### src/rtl/dbus_target.sv
// Debug-bus target: a register file behind a request/response handshake with a
// programmable response latency. Optional DBUS_TARGET_DBG_IRQ_EN drives dbg_irq from reg[16].
module dbus_target #(
  parameter int DEBUG_DATA_BITS = 34,
  parameter int DEBUG_ADDR_BITS = 5,
  parameter int DEBUG_OP_BITS   = 2,
  parameter int DBUS_REQ_BITS   = DEBUG_OP_BITS + DEBUG_ADDR_BITS + DEBUG_DATA_BITS,
  parameter int DBUS_RESP_BITS  = DEBUG_OP_BITS + DEBUG_DATA_BITS,
  parameter int HART_NUM        = 1,
  parameter int RESP_LATENCY    = 2
) (
  input  logic                      clk,
  input  logic                      rst_n,
  input  logic                      dtm_req_valid,
  output logic                      dtm_req_ready,
  input  logic [DBUS_REQ_BITS-1:0]  dtm_req_bits,
  output logic                      dtm_resp_valid,
  input  logic                      dtm_resp_ready,
  output logic [DBUS_RESP_BITS-1:0] dtm_resp_bits,
  input  logic                      tgt_busy,
  output logic [HART_NUM-1:0]       dbg_irq
);

  localparam int DEPTH = 2 ** DEBUG_ADDR_BITS;

  localparam logic [DEBUG_OP_BITS-1:0] OP_NOP   = DEBUG_OP_BITS'(0);
  localparam logic [DEBUG_OP_BITS-1:0] OP_READ  = DEBUG_OP_BITS'(1);
  localparam logic [DEBUG_OP_BITS-1:0] OP_WRITE = DEBUG_OP_BITS'(2);
  localparam logic [DEBUG_OP_BITS-1:0] RC_OK    = DEBUG_OP_BITS'(0);
  localparam logic [DEBUG_OP_BITS-1:0] RC_ERR   = DEBUG_OP_BITS'(2);
  localparam logic [DEBUG_OP_BITS-1:0] RC_BUSY  = DEBUG_OP_BITS'(3);

  typedef enum logic [1:0] {
    S_IDLE,
    S_WAIT,
    S_RESP
  } state_t;

  state_t                      state_q, state_d;
  logic [3:0]                  cnt_q, cnt_d;
  logic [DBUS_RESP_BITS-1:0]   resp_q, resp_d;
  logic [DEBUG_DATA_BITS-1:0]  regs_q [DEPTH];

  logic [DEBUG_OP_BITS-1:0]    req_op;
  logic [DEBUG_DATA_BITS-1:0]  req_data;
  logic [DEBUG_ADDR_BITS-1:0]  req_addr;
  logic [DEBUG_DATA_BITS-1:0]  rd_data;
  logic                        accept;
  logic                        we;

  assign req_op   = dtm_req_bits[DEBUG_OP_BITS-1:0];
  assign req_data = dtm_req_bits[DEBUG_OP_BITS+DEBUG_DATA_BITS-1:DEBUG_OP_BITS];
  assign req_addr = dtm_req_bits[DBUS_REQ_BITS-1 -: DEBUG_ADDR_BITS];
  assign rd_data  = regs_q[req_addr];

  // Ready is gated by rst_n so it is low during reset even before the first edge.
  assign dtm_req_ready  = rst_n && (state_q == S_IDLE);
  assign accept         = dtm_req_valid && dtm_req_ready;
  assign we             = accept && !tgt_busy && (req_op == OP_WRITE);
  assign dtm_resp_valid = (state_q == S_RESP);
  assign dtm_resp_bits  = resp_q;

  always_comb begin
    state_d = state_q;
    cnt_d   = cnt_q;
    resp_d  = resp_q;
    case (state_q)
      S_IDLE: begin
        if (accept) begin
          if (tgt_busy) begin
            resp_d = {{DEBUG_DATA_BITS{1'b0}}, RC_BUSY};
          end else begin
            case (req_op)
              OP_NOP:   resp_d = {{DEBUG_DATA_BITS{1'b0}}, RC_OK};
              OP_READ,
              OP_WRITE: resp_d = {rd_data, RC_OK};
              default:  resp_d = {{DEBUG_DATA_BITS{1'b0}}, RC_ERR};
            endcase
          end
          cnt_d   = 4'(RESP_LATENCY);
          state_d = (RESP_LATENCY == 0) ? S_RESP : S_WAIT;
        end
      end
      S_WAIT: begin
        cnt_d = cnt_q - 4'd1;
        if (cnt_q <= 4'd1) begin
          cnt_d   = 4'd0;
          state_d = S_RESP;
        end
      end
      S_RESP: begin
        if (dtm_resp_ready) state_d = S_IDLE;
      end
      default: state_d = S_IDLE;
    endcase
  end

  always_ff @(posedge clk) begin
    if (!rst_n) begin
      state_q <= S_IDLE;
      cnt_q   <= '0;
      resp_q  <= '0;
      for (int i = 0; i < DEPTH; i++) regs_q[i] <= '0;
    end else begin
      state_q <= state_d;
      cnt_q   <= cnt_d;
      resp_q  <= resp_d;
      if (we) regs_q[req_addr] <= req_data;
    end
  end

`ifdef DBUS_TARGET_DBG_IRQ_EN
  localparam int IRQ_ADDR = 16;
  logic [HART_NUM-1:0] irq_q;

  // Mirrors reg[16] by snooping its write, so the IRQ moves one cycle after acceptance.
  always_ff @(posedge clk) begin
    if (!rst_n) irq_q <= '0;
    else if (we && (int'(req_addr) == IRQ_ADDR)) irq_q <= req_data[HART_NUM-1:0];
  end

  assign dbg_irq = irq_q;
`else
  assign dbg_irq = '0;
`endif

endmodule

### config.mk
export PLATFORM = sky130hd
export DESIGN_NAME = dbus_target
export DESIGN_NICKNAME = d
export VERILOG_FILES = /design/src/rtl/dbus_target.sv
export SDC_FILE = /design/constraint.sdc
export NUM_CORES = 1
export LEC_CHECK = 0
export BUFFER_PORTS_ARGS = -buffer_cell sky130_fd_sc_hd__buf_4
export CAP_MARGIN = 20
export CORE_MARGIN = 2
export CORE_UTILIZATION = 65
export CTS_BUF_LIST = sky130_fd_sc_hd__clkbuf_8
export DETAILED_ROUTE_END_ITERATION = 8
export GPL_TIMING_DRIVEN = 0
export PLACE_DENSITY_LB_ADDON = 0.1
export SKIP_CTS_REPAIR_TIMING = 1
export SKIP_LAST_GASP = 1
export SYNTH_ARGS = -nofsm -noshare
export SYNTH_HDL_FRONTEND = slang
export SYNTH_SLANG_ARGS = --single-unit
### constraint.sdc
create_clock -name clk -period 6.9 [get_ports clk]
set_input_delay 1.035 -clock clk [delete_from_list [all_inputs] [get_ports clk]]
set_output_delay 1.035 -clock clk [all_outputs]
set_load 0.05 [all_outputs]
# Word-level counts from Yosys, hierarchy flattened
# Memory sizes are Yosys's and may differ from the RTL's.
# Index checks and enable logic that the tools add are counted.
# totals
elab_cells	42
mem_bits_rw	1088
regBits	42
mem_count	1
# op_classes
reduce_logical	13
n_eq_ne	7
n_addsub	1
n_lt_le_gt_ge	1
mux	16
# memory_table
memory	depth	word_bits	read_ports	rd_ports_with_merged_regs	wr	line	rtl
regs_q	32	34	1	0	32	42	logic [DEBUG_DATA_BITS-1:0] regs_q [DEPTH];
# ops
op	n
one-hot mux 36 bit (2 select lines)	1
2-to-1 mux 36 bit	1
2-to-1 mux 34 bit	1
OR reduction 34 bit	1
2-to-1 mux 4 bit	2
one-hot mux 4 bit (2 select lines)	1
2-to-1 mux 2 bit	3
one-hot mux 2 bit (3 select lines)	1
2-to-1 mux 1 bit	5
2-to-1 mux 5 bit	1
equality test 2 x 1 -> 1 bit (second input constant)	2
equality test 2 bit (second input constant)	2
less-or-equal comparator 4 x 1 -> 1 bit (second input constant)	1
logical AND 1 bit	4
zero test 2 bit	2
!= test 2 bit (second input constant)	2
AND reduction 2 bit	2
subtractor 4 x 1 -> 4 bit (second input constant)	1
AND reduction 3 bit	1
!= test 2 x 1 -> 1 bit (second input constant)	1
nonzero test 2 bit	1
OR reduction 2 bit	1
zero test 1 bit	1

# Depth between registers and ports, before layout
# logic_depth
word_depth	10
mapped_depth	9
mapped_depth_nobuf	7

# Least setup slack after synthesis
# No wires, ideal clock.
# synth_path
path_type	in2reg
startpoint	input port dtm_req_valid
endpoint	memory regs_q[28][0], enable pin
n_path_buf	3
setup_time_ps	473
arrival_ps	4696
required_ps	6427
cell_stages	7
slack_ps	1731
cell_sequence	and4bb_1 > buf_4 > and3b_1 > or3b_1 > buf_4 > buf_6 > o21ai_0
# synth_rtl
element	line	rtl
from (decl)	14	input logic dtm_req_valid,
to (decl)	42	

# Worst setup path after layout
# layout_path
startpoint	input port dtm_req_bits[39]
endpoint	register resp_q[30] (netlist: dtm_resp_bits[30])
# layout_between
elab_chain_len	3
# layout_lines
element	line	rtl
from (decl)	16	input logic [DBUS_REQ_BITS-1:0] dtm_req_bits,
memory read (32 x 34 bit)	n/a	
one-hot mux 36 bit (2 select lines)	73	case (req_op)
2-to-1 mux 36 bit	70	if (tgt_busy) begin
to (signal assigned)	107	resp_q <= resp_d;
to (decl)	41	logic [DBUS_RESP_BITS-1:0] resp_q, resp_d;
# Every way passes these cells.
# A chain may end at the register's enable or synchronous reset.

==> out/qor.csv <==
metric,value,unit
status,"complete, no violations",
"Hold Vio Cnt, Final",0,
CP top delay family,buffers and inverters,
Placeable Area,77200,sq um
crit-path max FO,10,
Yosys cell types,42,
setup TNS,0,ns
Max Clock Freq,234,MHz
TritonCTS Sinks,1130,
Post-Syn Instances,3658,
fin. max-slew vios,0,
leak pwr,22.4,nW
clk_skew,0.0445,ns
Hold/Removal Path Class,flip-flop to flip-flop,
Die Ht,283,microns
fin crit share,61.8,%
initial core utilization,65.5,%
drt via density,6.63,
I/O pin total,85,
Worst-Margin Slew,1.40,ns
non-filler instance count after layout,5172,
"Top FF cell, synth",edfxtp_1,
WP buf/inv,4,
first-iteration detailed-routing DRC count,5784,
largest net degree at the start of global routing,22,
pwr/cell area,247,nW/um^2
die width,283,microns
Syn Area/Cell,13.8,sq um
crit path kind,input port to flip-flop,
CP Launch Type,input port,
fin area,57200,sq um
Most common cell on crit path,clkbuf_1,
DRC,0,
fill count,4969,
H-tree levels,4,
Clock Path Buffers,3,
WP data required,7.64,ns
Post-layout nets,4036,
number of max-cap violations,0,
"Seq/Total Area, Yosys",66.2,%
Num CTS Buffers,177,
warnings from Yosys,0,
Total Wirelength,166,mm
initial antenna violation count,5,
internal power,10.6,mW
"Reg clk slew, reported paths",0.06,ns
Antenna Nets Post-Route,0,
Rel. slew slack,6.26,%
CTS Root Cell,clkbuf_8,
Mapped Area,50600,sq um
Max VDD drop,158,uV
Yosys reg bits,1130,
Post-synth EDFFs,1088,
"Largest stage delay, worst path",0.88,ns
drt wl/cell,32.1,microns
RSZ-0062 raised after global routing,false,
area of the multi-input gates,16000,sq um
total track usage,41.1,%
combinational power share,7.5,%
P_sw,3.52,mW
global route total overflow,0,
Setup Viol. Count Final,0,
Reg area,33500,sq um
CP cell instances,buf_4 > clkbuf_1 > nand4bb_1 > clkbuf_1 > clkbuf_1 > o22ai_1 > nor4_1 > nand2_1 > a22o_1,
crit path time final,4.26,ns
ys async rst share,0,%
buffers added on ports,81,
gpl congestion,0.982,
die area,80100,sq um
Flop pwr share,55.1,%
clk_lat worst skew,0.84,ns
sw frac,24.9,%
Worst setup EP type,flip-flop,
TritonRoute pass-1 iters,6,
"Net Count, Synth",3708,
placed cell count,4828,
Cell Rows,102,
crit path DAT,5.00,ns
share of post-route cells with drive strength above 1,11.0,%
first-pass GRT wire length,231,mm
vias in the first global route,33545,
hpwl dp,118,mm
CTS tree,built,
via count,34315,
Post-DP Area,53800,sq um
synth-to-layout area growth,13.1,%
"reg-to-reg slack, setup",2.92,ns
slowest stage cell on the critical path,clkbuf_1,
clock power share,37.4,%
==> cell type report <==
class                      instances  area share (%)
timing repair buffer             149            3.06
antenna                            3          0.0131
clock buffer                     184            4.43
sequential                      1130            58.6
multi-input combinational       2179            28.0
tap                             1040            2.27
buffer                           345            2.44
inverter                           4          0.0262
clock inverter                   138            1.17
==> path summary, 6_finish.rpt <==
| check | from | to | cells past startpoint |
|---|---|---|---|
| max | dtm_req_bits[39] | dtm_resp_bits[30] | 9 |
| min | dtm_resp_bits[8] | dtm_resp_bits[8] | 1 |
| max reg2reg | state_q[0] | regs_q[9][23] | 8 |
| min reg2reg | dtm_resp_bits[8] | dtm_resp_bits[8] | 1 |
==> metal layers <==
layer	vias up	GRT usage (%)	part of all wire, %
met5	-	0.536	0.038
met4	4	26.8	7.5
met3	555	10.7	14
met2	2875	60.0	43
met1	16888	55.1	35
li1	13993	-	-
==> cells in the final DEF (no fill, tap or decap), drive strengths merged <==
master / Yosys / final
nand2: 39 / 39
dfxtp: 42 / 42
edfxtp: 1088 / 1088
inv: 4 / 65
clkbuf: 303 / 487
nand3: 3 / 3
a21oi: 2 / 2
a32o: 1 / 1
or4b: 4 / 4
nor2b: 7 / 7
a22oi: 1 / 1
or4: 1 / 1
nor3b: 2 / 2
nand4b: 4 / 4
or3b: 1 / 1
clkinv: 0 / 71
nor2: 40 / 40
ha: 4 / 4
clkinvlp: 0 / 3
o22ai: 272 / 272
nand2b: 5 / 5
nand4bb: 6 / 6
nand3b: 3 / 3
mux2i: 545 / 545
diode: 0 / 3
bufinv: 0 / 3
nor3: 2 / 2
and4bb: 1 / 1
nand4: 1 / 1
nor4: 68 / 68
a22o: 33 / 33
conb: 1 / 1
and3b: 1 / 1
and2: 1091 / 1091
o311a: 1 / 1
a21o: 1 / 1
buf: 42 / 191
o21ai: 38 / 38
or3: 1 / 1
==> logic make-up (layout without fill, tap and decap cells) <==
family | Yosys count | in the layout | share of synthesized area, %
and+or+nand+nor | 1280 | 1280 | 15.7
DFF | 1130 | 1130 | 66.2
muxes | 545 | 545 | 10.8
AOI/OAI and AO/OA | 349 | 349 | 4.40
buffers and inverters | 349 | 820 | 2.78
adders and majority gates | 4 | 4 | 0.0989
other | 1 | 4 | 0.00741
==> cell usage after synthesis (4+ instances only) <==
cell type     n  area share, %
nor2_1       32           0.24
nand2b_1      5          0.062
o22ai_1     272            3.4
nand4b_1      4          0.069
clkbuf_2     22           0.22
buf_2        15           0.15
ha_1          4          0.099
or4b_2        4          0.079
edfxtp_1   1088             65
o21ai_0      38           0.38
clkbuf_1    281            2.1
mux2i_1     545             11
nor4_1       68           0.84
buf_1        17           0.13
nand4bb_1     6           0.13
inv_1         4          0.030
and2_1     1091             13
nand2_1      39           0.29
a22o_1       33           0.57
buf_6         4          0.089
buf_4         6          0.089
nor2b_1       7          0.087
dfxtp_1      42            1.7
==> flip-flops by register name, summed over array words and instances (netlist names) <==
signal	cells
dtm_resp_bits	36
cnt_q	4
regs_q	1088
state_q	2
==> power by group through the flow <==
stage / sequential, mW / clock (mW) / combinational [mW]
2_1_floorplan: 7.95 / 0 / 0.506
3_3_place_gp: 7.97 / 0 / 0.900
3_5_place_dp: 7.93 / 0 / 1.00
4_1_cts: 7.79 / 5.22 / 1.01
5_1_grt: 7.80 / 5.53 / 1.07
6_report: 7.79 / 5.28 / 1.06
==> metrics by stage <==
| stage | util (%) | setup slack, ns | total power, mW | hold slack [ns] |
|---|---|---|---|---|
| floorplan | - | 1.73 | 8.45 | 0.506 |
| global placement | 68.0 | -1.37 | 8.87 | 0.461 |
| CTS | 73.8 | 3.05 | 14.0 | 0.462 |
| detailed placement | 69.7 | 2.14 | 8.94 | 0.460 |
| finish | 74.1 | 2.64 | 14.1 | 0.480 |
| global route | 74.1 | 2.91 | 14.4 | 0.496 |
No activity file was read; power rests on OpenSTA's default activity.
